--- src/rtl/bcd_e3_seq.sv ---
// Multi-digit BCD-to-Excess-3 sequencer: feeds one latched digit per cycle to a
// shared external converter and packs the returned digits into one word.
module bcd_e3_seq #(
    parameter int DIGITS = 4
) (
    input  logic                  clk,
    input  logic                  rst,
    input  logic                  start,
    input  logic [4*DIGITS-1:0]   bcd_in,
    output logic [3:0]            conv_in,
    input  logic [3:0]            conv_out,
    output logic                  busy,
    output logic                  done,
    output logic [4*DIGITS-1:0]   e3_out,
    output logic                  err
);

    localparam int IW = $clog2(DIGITS);
    localparam logic [IW-1:0] LAST_IDX = IW'(DIGITS - 1);

    typedef enum logic [1:0] {
        IDLE = 2'd0,
        CONV = 2'd1,
        DONE = 2'd2
    } state_t;

    state_t                   state_q;
    logic [DIGITS-1:0][3:0]   digits_q;
    logic [DIGITS-1:0][3:0]   work_q;
    logic [DIGITS-1:0][3:0]   work_d;
    logic [IW-1:0]            idx_q;
    logic                     err_flag_q;
    logic                     busy_q;
    logic                     done_q;
    logic [4*DIGITS-1:0]      e3_q;
    logic                     err_q;

    logic [3:0]               cur_digit_s;
    logic                     digit_bad_s;
    logic [3:0]               slot_s;

    assign cur_digit_s = digits_q[idx_q];
    assign digit_bad_s = (cur_digit_s > 4'd9);
    // Invalid digits occupy their slot as zero rather than whatever the converter returns.
    assign slot_s      = digit_bad_s ? 4'h0 : conv_out;

    // Work register with the current slot filled in; also the value committed on the last digit.
    always_comb begin
        work_d         = work_q;
        work_d[idx_q]  = slot_s;
    end

    // Converter input is only driven with a live digit while converting.
    always_comb begin
        conv_in = 4'h0;
        if (state_q == CONV) begin
            conv_in = cur_digit_s;
        end else begin
            conv_in = 4'h0;
        end
    end

    // Sequencer state, datapath registers and registered handshake outputs.
    always_ff @(posedge clk) begin
        if (rst) begin
            state_q    <= IDLE;
            digits_q   <= '0;
            work_q     <= '0;
            idx_q      <= '0;
            err_flag_q <= 1'b0;
            busy_q     <= 1'b0;
            done_q     <= 1'b0;
            e3_q       <= '0;
            err_q      <= 1'b0;
        end else begin
            case (state_q)
                IDLE: begin
                    done_q <= 1'b0;
                    if (start) begin
                        digits_q   <= bcd_in;
                        work_q     <= '0;
                        err_flag_q <= 1'b0;
                        idx_q      <= '0;
                        busy_q     <= 1'b1;
                        state_q    <= CONV;
                    end else begin
                        busy_q     <= 1'b0;
                    end
                end
                CONV: begin
                    work_q     <= work_d;
                    err_flag_q <= err_flag_q | digit_bad_s;
                    if (idx_q == LAST_IDX) begin
                        e3_q    <= work_d;
                        err_q   <= err_flag_q | digit_bad_s;
                        busy_q  <= 1'b0;
                        done_q  <= 1'b1;
                        state_q <= DONE;
                    end else begin
                        idx_q   <= idx_q + IW'(1);
                    end
                end
                DONE: begin
                    done_q  <= 1'b0;
                    busy_q  <= 1'b0;
                    state_q <= IDLE;
                end
                default: begin
                    busy_q  <= 1'b0;
                    done_q  <= 1'b0;
                    state_q <= IDLE;
                end
            endcase
        end
    end

    assign busy   = busy_q;
    assign done   = done_q;
    assign e3_out = e3_q;
    assign err    = err_q;

endmodule

--- config.mk ---
export PLATFORM = sky130hd
export DESIGN_NAME = bcd_e3_seq
export DESIGN_NICKNAME = d
export VERILOG_FILES = /design/src/rtl/bcd_e3_seq.sv
export SDC_FILE = /design/constraint.sdc
export NUM_CORES = 1
export LEC_CHECK = 0
export BUFFER_PORTS_ARGS = -buffer_cell sky130_fd_sc_hd__buf_2
export CORE_MARGIN = 4
export CORE_UTILIZATION = 58
export DETAILED_ROUTE_END_ITERATION = 8
export PLACE_DENSITY = 0.81
export SLEW_MARGIN = 0
export SYNTH_ARGS = -nofsm -noshare
export SYNTH_HDL_FRONTEND = slang
export SYNTH_SLANG_ARGS = --single-unit
--- constraint.sdc ---
create_clock -name clk -period 2.92 [get_ports clk]
set_input_delay 0.146 -clock clk [delete_from_list [all_inputs] [get_ports clk]]
set_output_delay 0.146 -clock clk [all_outputs]
set_load 0.005 [all_outputs]
==> parameters.txt, run 1 <==
Parameter                              Value

Logic synthesis
  Number of distinct standard cells referenced by the synthesized netlist    34
  Syn Nets    about 270
  Post-synth design cell area    2326 um^2
  Number of register bits inferred by synthesis    52
  Number of standard cells after synthesis    244
  YS warnings    0
  Sequential area share after synthesis    roughly 45%
  Average footprint of a synthesized cell    9.533 um^2

Worst hold path
  Startpoint of the most critical hold path    bcd_in[6]
  Hold path depth    3
  Hold-critical path endpoint    digits_q[6]
  Class of the tightest hold or removal check    primary input to flop

GRT
  Initial antenna violation count    0
  Overflow after GRT    0
  Via count of the first global-routing pass    roughly 1800
  Maximum number of pins on one net before global-route repair    46
  Wire length of the first global-routing pass    around 8300 um
  GRT Total Usage    between 10% and 20%

Clock tree
  Worst-skew pair later-pin latency    roughly 300 ps
  Post-CTS Setup Repair Bufs    0
  Sink Count    52
  TritonCTS Buffers    5
  Clock slew seen by the registers of the worst setup and hold paths    ~90 ps
  CTS Buffer Depth    2
  TritonCTS clock tree    yes
  PostCTS Resize Cnt    0
  CTS Root Buffer Type    sky130_fd_sc_hd__clkbuf_8
  CTS HTree Levels    2
  Number of buffers inserted by hold repair at cts    0

Critical path
  R2r startpoint    idx_q[0]
  Master of the slowest instance on the critical path    sky130_fd_sc_hd__dfxtp_1
  Terminus of the critical flop-to-flop path    e3_out[4]
  Sequence of cells on the critical path    ha_1 -> and3b_1 -> buf_4 -> o2111a_1 -> nor3_1
  Setup slack of the worst register-to-register path    between 800 and 900 ps
  Launching element of the worst setup path    idx_q[0]
  Data arrival time at the worst-slack endpoint    ~2200 ps
  Max FO, Critical Path    8
  Critical path buffers and inverters    1
  R2R depth    5
  Data required time at the worst endpoint    approximately 3100 ps
  Crit path capture type    flop
  Critical path startpoint category    flop
  Worst setup path class    flop to flop
  Critical path's top delay family    flip-flops
  Maximum cell stage delay along the critical path    between 500 and 600 ps

Placement
  Standard cell area after detailed placement    roughly 2600 um^2
  Final estimated routing congestion in global placement    0.8007
  HPWL Detailed    between 3000 and 4000 um
  Number of cells after detailed placement    approximately 320
  Count of port buffers added during placement    45

Detailed routing
  Post-route antenna net violation count    0
  Drt first pass iters    4
  Final Routed Wirelength    roughly 4800 um
  Vias per cell    roughly 5.7
  Count of unresolved DRC violations after routing    0
  Via count    about 1900
  Detailed-route wire length per cell    14.73 um
  Iter 0 DRT Violations    158

Die
  Die area    5087 um^2
  IO Pins    46
  Chip height    between 70 and 80 um
  Overall die width    roughly 70 um
  Initial Utilization    between 60% and 70%
  Rows    22
  Core region area    3771 um^2

Run
  Max-Cap Viols    0

STA
  Setup violation total in the final timing report    0
  Transition at the pin with the smallest max-transition slack    approximately 760 ps
  Tcrit/Tclk final    a little under three quarters
  Sum of negative setup slack    0 ps
  Minimum clock period    approximately 2100 ps
  Count of final hold-check violations    0
  Skew final    between 4 and 5 ps
  RSZ-0062 raised after global routing    false
  Relative slew margins    around half
  Max-slew violation total from the final report    0
  Maximum clock frequency    ~480 MHz

Power and ir drop
  Worst voltage drop across the vdd grid    between 0.4 and 0.5 mV
  LEAKAGE    0.001066 uW
  Cell Pwr Density    ~500 nW/um^2

Layout
  Filler cell count in the final layout    290
  Count of inserted antenna diode cells    0
  Leading cell type in the layout, fill and taps excluded    sky130_fd_sc_hd__dfxtp_1
  Layout Nets    a little over 300
  Leading cell types in the layout, fill and taps excluded    52 x sky130_fd_sc_hd__dfxtp_1, 45 x sky130_fd_sc_hd__buf_2, 37 x sky130_fd_sc_hd__nand2_1
  Final design area excluding fillers    2656 um^2
  Count of non-filler cells in the finished layout    roughly 330
  Final core area utilization    70.44%
  Share of final-layout standard cells stronger than drive strength 1    27.40%
  Area growth, synth to finish    14.20%

Outcome
  Status    complete, no violations
[synthesized netlist by cell type, drive strengths merged]
library cell | number | area (um^2)
buf | 8 | 45.04
o2bb2ai | 12 | 105.1
o311ai | 1 | 16.27
clkbuf | 11 | 41.29
a32o | 1 | 10.01
mux2i | 12 | 120.1
nand2b | 4 | 25.02
nand2 | 37 | 138.9
o2111a | 3 | 33.78
inv | 2 | 7.510
nand3b | 2 | 15.01
mux4 | 4 | 90.09
mux2 | 12 | 135.1
o32a | 3 | 30.03
and2 | 4 | 25.02
or3 | 3 | 18.77
or2 | 1 | 8.760
nand3 | 12 | 60.06
and3b | 1 | 8.760
nor2 | 9 | 33.78
nor3 | 12 | 60.06
dfxtp | 52 | 1041
nor2b | 1 | 6.260
nor3b | 3 | 22.52
or3b | 2 | 17.52
o21a | 1 | 7.510
ha | 4 | 50.05
o31ai | 3 | 22.52
a211oi | 4 | 30.03
o21ai | 1 | 5.000
a21oi | 19 | 95.09
[how the worst max path moves through the flow]
stage	to	slack (ps)	depth (start not counted)
2_1_floorplan	e3_out[10]	1200	5
4_1_cts	e3_out[5]	830	5
6_report	e3_out[4]	850	5
3_3_place_gp	e3_out[2]	910	5
5_1_grt	e3_out[4]	670	5
3_5_place_dp	e3_out[5]	850	5
[per-layer routing]
metal / routed length [um] / vias up / track usage, % / share of wire, %
met4: 65 / 0 / 7.724 / 1.3
li1: - / 951 / - / -
met1: 2324 / 876 / 28.46 / 48
met5: 0 / - / 0 / 0
met2: 2173 / 49 / 29.80 / 45
met3: 283 / 9 / 3.927 / 5.8
[cells by family after synthesis]
kind of cell             count (synthesis)  share of synthesized area [%]
multiplexers                            28                          14.85
adder cells (fa/ha/maj)                  4                          2.152
AND/OR/NAND/NOR                         91                          18.93
AO/OA/AOI/OAI                           48                          15.28
flip-flops                              52                          44.76
buffers and inverters                   21                          4.034
[worst register-to-register path, stage by stage, from the launching register on]
cell,delay [ps]
sky130_fd_sc_hd__dfxtp_1,540
sky130_fd_sc_hd__ha_1,340
sky130_fd_sc_hd__and3b_1,440
sky130_fd_sc_hd__buf_4,260
sky130_fd_sc_hd__o2111a_1,280
sky130_fd_sc_hd__nor3_1,70
[report_power, final]
part / leakage, uW / total, uW / switching [uW] / internal, uW
Sequential: 0.000422 / 746 / 15.9 / 730
Clock: 0.0000503 / 430 / 219 / 211
Combinational: 0.000594 / 150 / 87.2 / 63.1
[metrics by stage]
stage	total power [uW]	hold slack [ps]	setup WS, ps
6_report	1327	75.19	845.6
5_1_grt	1382	76.27	667.3
4_1_cts	1333	72.06	829.3
3_5_place_dp	912.0	393.4	848.3
2_1_floorplan	867.1	282.0	1203
3_3_place_gp	909.5	386.8	908.8
[cell type report]
class                      instances  area (um^2)  share of cell area, %
multi-input combinational        171         1196                  45.03
sequential                        52         1041                  39.19
timing repair buffer              49        255.2                  9.609
clock buffer                       7        96.34                  3.627
tap                               48        60.06                  2.261
inverter                           2        7.507                 0.2826
[registers in the layout (all words and copies together) (netlist names)]
signal	cells
state_q	2
work_q	12
err	1
idx_q	2
done	1
digits_q	16
err_flag_q	1
e3_out	16
busy	1
No activity file was read; power rests on OpenSTA's default activity.
==> inputs of run 2 (changes only) <==
--- a/config.mk
+++ b/config.mk
@@ -7,9 +7,9 @@
 export LEC_CHECK = 0
 export BUFFER_PORTS_ARGS = -buffer_cell sky130_fd_sc_hd__buf_2
 export CORE_MARGIN = 4
-export CORE_UTILIZATION = 58
+export CORE_UTILIZATION = 54
 export DETAILED_ROUTE_END_ITERATION = 8
-export PLACE_DENSITY = 0.81
+export PLACE_DENSITY = 0.76
 export SLEW_MARGIN = 0
 export SYNTH_ARGS = -nofsm -noshare
 export SYNTH_HDL_FRONTEND = slang
==> constraint.sdc (replaced) <==
create_clock -name clk -period 2 [get_ports clk]
set_input_delay 0.1 -clock clk [delete_from_list [all_inputs] [get_ports clk]]
set_output_delay 0.1 -clock clk [all_outputs]
set_load 0.005 [all_outputs]
==> parameters.txt, run 2 (synthesized netlist as in run 1, its figures left out) <==
Parameter                              Value

Die
  Die area    5421 um^2
  Initial Utilization    56.92%
  Chip height    73.63 um
  IO Pins    46
  Core region area    between 4000 and 5000 um^2
  Rows    23
  Overall die width    about 74 um

Placement
  Final estimated routing congestion in global placement    between 0.7 and 0.8
  Count of port buffers added during placement    between 40 and 50
  Number of cells after detailed placement    between 300 and 400
  Worst slack after detailed placement    approximately 140 ps
  Standard cell area after detailed placement    approximately 2600 um^2
  HPWL Detailed    3602 um

Critical path
  Setup slack of the worst register-to-register path    between 200 and 300 ps
  Data arrival time at the worst-slack endpoint    around 1700 ps
  Data required time at the worst endpoint    1900 ps
  Crit path capture type    output port
  R2R depth    3
  Terminus of the critical flop-to-flop path    e3_out[13]
  Max FO, Critical Path    11
  R2r startpoint    idx_q[0]
  Worst setup path class    flop to output port
  Critical path startpoint category    flop

Clock tree
  TritonCTS clock tree    yes
  Sink Count    52
  TritonCTS Buffers    5
  Worst-skew pair later-pin latency    roughly 310 ps
  CTS Buffer Depth    2
  CTS Root Buffer Type    sky130_fd_sc_hd__clkbuf_8
  Number of buffers inserted by hold repair at cts    0
  CTS HTree Levels    2
  Clock slew seen by the registers of the worst setup and hold paths    around 90 ps

Layout
  Leading cell type in the layout, fill and taps excluded    sky130_fd_sc_hd__dfxtp_1
  Count of non-filler cells in the finished layout    340
  Leading cell types in the layout, fill and taps excluded    51 x sky130_fd_sc_hd__dfxtp_1, 45 x sky130_fd_sc_hd__buf_2, 37 x sky130_fd_sc_hd__nand2_1
  Final design area excluding fillers    2731 um^2
  Count of inserted antenna diode cells    0
  Share of final-layout standard cells stronger than drive strength 1    between 20% and 30%
  Area growth, synth to finish    17.43%
  Layout Nets    approximately 320

STA
  Final critical-path setup slack    between 150 and 200 ps
  Sum of negative setup slack    0 ps
  Skew final    around 10 ps
  Setup violation total in the final timing report    0
  Transition at the pin with the smallest max-transition slack    about 450 ps
  Max-slew violation total from the final report    0
  Relative slew margins    a little over two thirds
  RSZ-0062 raised after global routing    false
  Tcrit/Tclk final    92.20%
  Count of final hold-check violations    0
  Maximum clock frequency    between 500 and 600 MHz
  Minimum clock period    between 1500 and 2000 ps

Detailed routing
  Via count    between 1500 and 2000
  Drt first pass iters    4
  Post-route antenna net violation count    0
  Iter 0 DRT Violations    approximately 140
  Detailed-route wire length per cell    around 15 um
  Vias per cell    between 5 and 6
  Final Routed Wirelength    5100 um
  Count of unresolved DRC violations after routing    0

Power and ir drop
  Cell Pwr Density    around 740 nW/um^2
  LEAKAGE    roughly 0.0011 uW
  Worst voltage drop across the vdd grid    0.5336 mV
  Total chip power    between 2000 and 2500 uW

GRT
  GRT Total Usage    between 20% and 30%
  Initial antenna violation count    0
  Via count of the first global-routing pass    approximately 1800
  Wire length of the first global-routing pass    roughly 8500 um
  Overflow after GRT    0
  Maximum number of pins on one net before global-route repair    45

Run
  Max-Cap Viols    0

Worst hold path
  Hold-critical path endpoint    digits_q[10]
  Startpoint of the most critical hold path    bcd_in[10]
  Class of the tightest hold or removal check    primary input to flop
  Hold path depth    3

Outcome
  Status    complete, no violations
[run 2: cell types whose count changed in the layout (fill, tap and decap cells not counted)]
cell / delta
sky130_fd_sc_hd__bufinv_16: +1
sky130_fd_sc_hd__dfxtp_1: -1
sky130_fd_sc_hd__dfxtp_2: +1
sky130_fd_sc_hd__clkbuf_1: +1
sky130_fd_sc_hd__clkinv_2: +1
sky130_fd_sc_hd__clkbuf_8: -2
sky130_fd_sc_hd__buf_4: +8
[run 2: what timing repair did]
action / 4_1_cts / 5_1_grt
endpoints found under the setup margin: 1 / 0
gates resized for setup: 1 / 0
hold endpoints to repair: 0 / 0
buffers inserted: 0 / 0
[run 2: worst max-delay path: stages (launching register included)]
cell                      delay, ps
sky130_fd_sc_hd__dfxtp_2        450
sky130_fd_sc_hd__mux4_2         650
sky130_fd_sc_hd__and2_1         210
sky130_fd_sc_hd__buf_2          130
[run 2: per-stage QoR]
step | utilization [%] | hold WS (ps)
3_5_place_dp | 64.18 | 345.7
4_1_cts | 66.84 | 13.61
6_report | 66.84 | 19.22
2_1_floorplan | - | 236.0
5_1_grt | 66.84 | 9.606
3_3_place_gp | 64.18 | 340.5
[run 2: cell type report]
class,instances,area (um^2)
Sequential cell,52,1042
Multi-Input combinational cell,171,1196
Inverter,2,7.507
Fill cell,361,1355
Tap cell,50,62.56
Clock buffer,6,72.57
Timing Repair Buffer,57,315.3
Clock inverter,2,35.03
[run 2: per-layer routing]
| metal | GRT usage (%) | wire length [um] | vias up |
|---|---|---|---|
| met5 | 0 | 0 | - |
| met1 | 28.44 | 2401 | 913 |
| met3 | 3.830 | 293 | 8 |
| met4 | 9.859 | 89 | 0 |
| li1 | - | - | 967 |
| met2 | 29.72 | 2317 | 50 |
[run 2: worst max-delay path by stage]
stage / startpoint / slack, ps / end / depth (start not counted)
final: idx_q[0] / 160 / conv_in[3] / 3
after global routing: idx_q[0] / 60 / conv_in[3] / 3
after CTS: idx_q[0] / 130 / conv_in[3] / 3
after detailed placement: idx_q[0] / 140 / e3_out[14] / 3
after global placement: idx_q[0] / 210 / err_flag_q / 3
after floorplan: idx_q[1] / 280 / e3_out[10] / 5
[run 2: report_power, final]
group | total, uW | internal (uW) | switching [uW]
Combinational | 231 | 103 | 128
Clock | 710 | 372 | 338
Sequential | 1090 | 1070 | 23.6
Total | 2030 | 1540 | 490
==> inputs of run 3 (changes only) <==
--- a/config.mk
+++ b/config.mk
@@ -7,9 +7,11 @@
 export LEC_CHECK = 0
 export BUFFER_PORTS_ARGS = -buffer_cell sky130_fd_sc_hd__buf_2
 export CORE_MARGIN = 4
-export CORE_UTILIZATION = 54
+export CORE_UTILIZATION = 56
+export CTS_BUF_LIST = sky130_fd_sc_hd__clkbuf_4 sky130_fd_sc_hd__clkbuf_8
+export CTS_CLUSTER_DIAMETER = 30
 export DETAILED_ROUTE_END_ITERATION = 8
-export PLACE_DENSITY = 0.76
+export PLACE_DENSITY = 0.79
 export SLEW_MARGIN = 0
 export SYNTH_ARGS = -nofsm -noshare
 export SYNTH_HDL_FRONTEND = slang
==> parameters.txt, run 3 (synthesized netlist as in run 1, its figures left out) <==
Parameter                              Value

Clock tree
  TritonCTS Buffers    5
  Clock slew seen by the registers of the worst setup and hold paths    ~90 ps
  CTS Buffer Depth    2
  CTS Root Buffer Type    sky130_fd_sc_hd__clkbuf_8
  TritonCTS clock tree    yes
  Worst-skew pair later-pin latency    around 300 ps
  CTS HTree Levels    2
  Number of buffers inserted by hold repair at cts    0
  Sink Count    52

Critical path
  Crit path capture type    output port
  Data required time at the worst endpoint    approximately 1900 ps
  Master of the slowest instance on the critical path    sky130_fd_sc_hd__mux4_2
  Maximum cell stage delay along the critical path    between 600 and 700 ps
  Critical path startpoint category    flop
  Critical path buffers and inverters    1
  Sequence of cells on the critical path    mux4_2 -> and2_1 -> buf_2
  Max FO, Critical Path    11
  Data arrival time at the worst-slack endpoint    about 1700 ps
  Worst setup path class    flop to output port
  Critical path's top delay family    multiplexers

Layout
  FF+latch area    between 1000 and 1500 um^2
  Layout Nets    about 320
  Area growth, synth to finish    16.68%
  Leading cell types in the layout, fill and taps excluded    51 x sky130_fd_sc_hd__dfxtp_1, 45 x sky130_fd_sc_hd__buf_2, 37 x sky130_fd_sc_hd__nand2_1
  Share of final-layout standard cells stronger than drive strength 1    between 20% and 30%
  Filler cell count in the final layout    between 300 and 400
  Count of inserted antenna diode cells    0
  Leading cell type in the layout, fill and taps excluded    sky130_fd_sc_hd__dfxtp_1
  Area used by multi-input combinational logic    ~1200 um^2

Detailed routing
  Drt first pass iters    4
  Iter 0 DRT Violations    around 140
  Post-route antenna net violation count    0
  Count of unresolved DRC violations after routing    0
  Detailed-route wire length per cell    roughly 15 um
  Final Routed Wirelength    5077 um
  Via count    1891
  Vias per cell    roughly 5.6

Placement
  HPWL Detailed    about 3600 um
  Count of port buffers added during placement    45
  Final estimated routing congestion in global placement    0.7725
  Worst slack after detailed placement    162.5 ps

Die
  Core region area    approximately 4000 um^2
  IO Pins    between 40 and 50
  Rows    23
  Die area    5248 um^2
  Overall die width    slightly above 70 um
  Chip height    approximately 72 um
  Initial Utilization    between 50% and 60%

GRT
  Met3 Resource Use GR    ~4.2%
  Busiest metal layer after global routing    met2
  Global Route met1 Usage    between 20% and 30%
  Via count of the first global-routing pass    1810
  Maximum number of pins on one net before global-route repair    28
  Overflow after GRT    0
  GRT Total Usage    between 20% and 30%
  Routing usage on met2    about 32%
  Initial antenna violation count    0
  Wire length of the first global-routing pass    8611 um

STA
  Final critical-path setup slack    about 170 ps
  Skew final    between 10 and 15 ps
  Sum of negative setup slack    0 ps
  Setup violation total in the final timing report    0
  Min Hold Slack    between 20 and 30 ps
  Transition at the pin with the smallest max-transition slack    599.8 ps
  RSZ-0062 raised after global routing    false
  Count of final hold-check violations    0
  Minimum clock period    1834 ps
  Relative slew margins    about three fifths
  Tcrit/Tclk final    about nine tenths
  Max-slew violation total from the final report    0
  Maximum clock frequency    545.2 MHz

Power and ir drop
  LEAKAGE    between 0.001 and 0.0015 uW
  Cell Pwr Density    slightly above 700 nW/um^2
  Worst voltage drop across the vdd grid    between 0.5 and 0.6 mV

Run
  Max-Cap Viols    0

Outcome
  Status    complete, no violations

Worst hold path
  Class of the tightest hold or removal check    primary input to flop
[run 3: changes by cell type in the layout (fill, tap and decap cells not counted), sizes merged]
| cell | before | now |
|---|---|---|
| buf | 57 | 56 |
| bufinv | 1 | 0 |
| clkbuf | 6 | 7 |
| clkinv | 1 | 0 |
| clkinvlp | 0 | 1 |
[run 3: metrics by stage]
stage	total power, uW	area, um^2	util [%]	cells
finish	1952	2714	67.84	339
global route	2033	2714	67.84	339
CTS	1959	2713	67.81	339
detailed placement	1342	2615	65.37	331
global placement	1336	2615	65.37	331
floorplan	1266	2326	-	244
[run 3: area by class of cell]
type                    instances  area share [%]
multi-input cells             171           44.08
flip-flops and latches         52           38.40
repair buffers                 56           11.34
clock buffers                   7           3.320
well taps                      50           2.305
clock inverters                 1          0.2766
inverters                       2          0.2766
[run 3: final timing paths]
kind | startpoint | endpoint | slack [ps] | depth (start not counted)
hold / removal | bcd_in[0] | digits_q[0] | 30 | 3
setup reg to reg | idx_q[1] | work_q[6] | 230 | 4
hold reg to reg | digits_q[15] | digits_q[15] | 460 | 2
setup / recovery | idx_q[0] | conv_in[3] | 170 | 3
[run 3: worst min-delay path, delay by kind of cell]
family                 cells  cell delay, ps
buffers and inverters      1              90
AND/OR/NAND/NOR            1              40
AO/OA/AOI/OAI              1              50
[run 3: power breakdown]
part	internal (uW)	leakage [uW]	total, uW	switching (uW)
clock	295	0.0000479	632	336
combinational	101	0.000628	230	128
sequential	1070	0.000423	1090	23.6
[run 3: what timing repair did]
item | in CTS | in global routing
buffers inserted | 0 | 0
setup endpoints to repair | 0 | 3
gates resized for setup | 0 | 1
[run 3: metal layers]
layer | wire length [um] | part of all wire [%]
met2 | 2355 | 46
met4 | 29 | 0.57
met5 | 0 | 0
met3 | 290 | 5.7
met1 | 2401 | 47
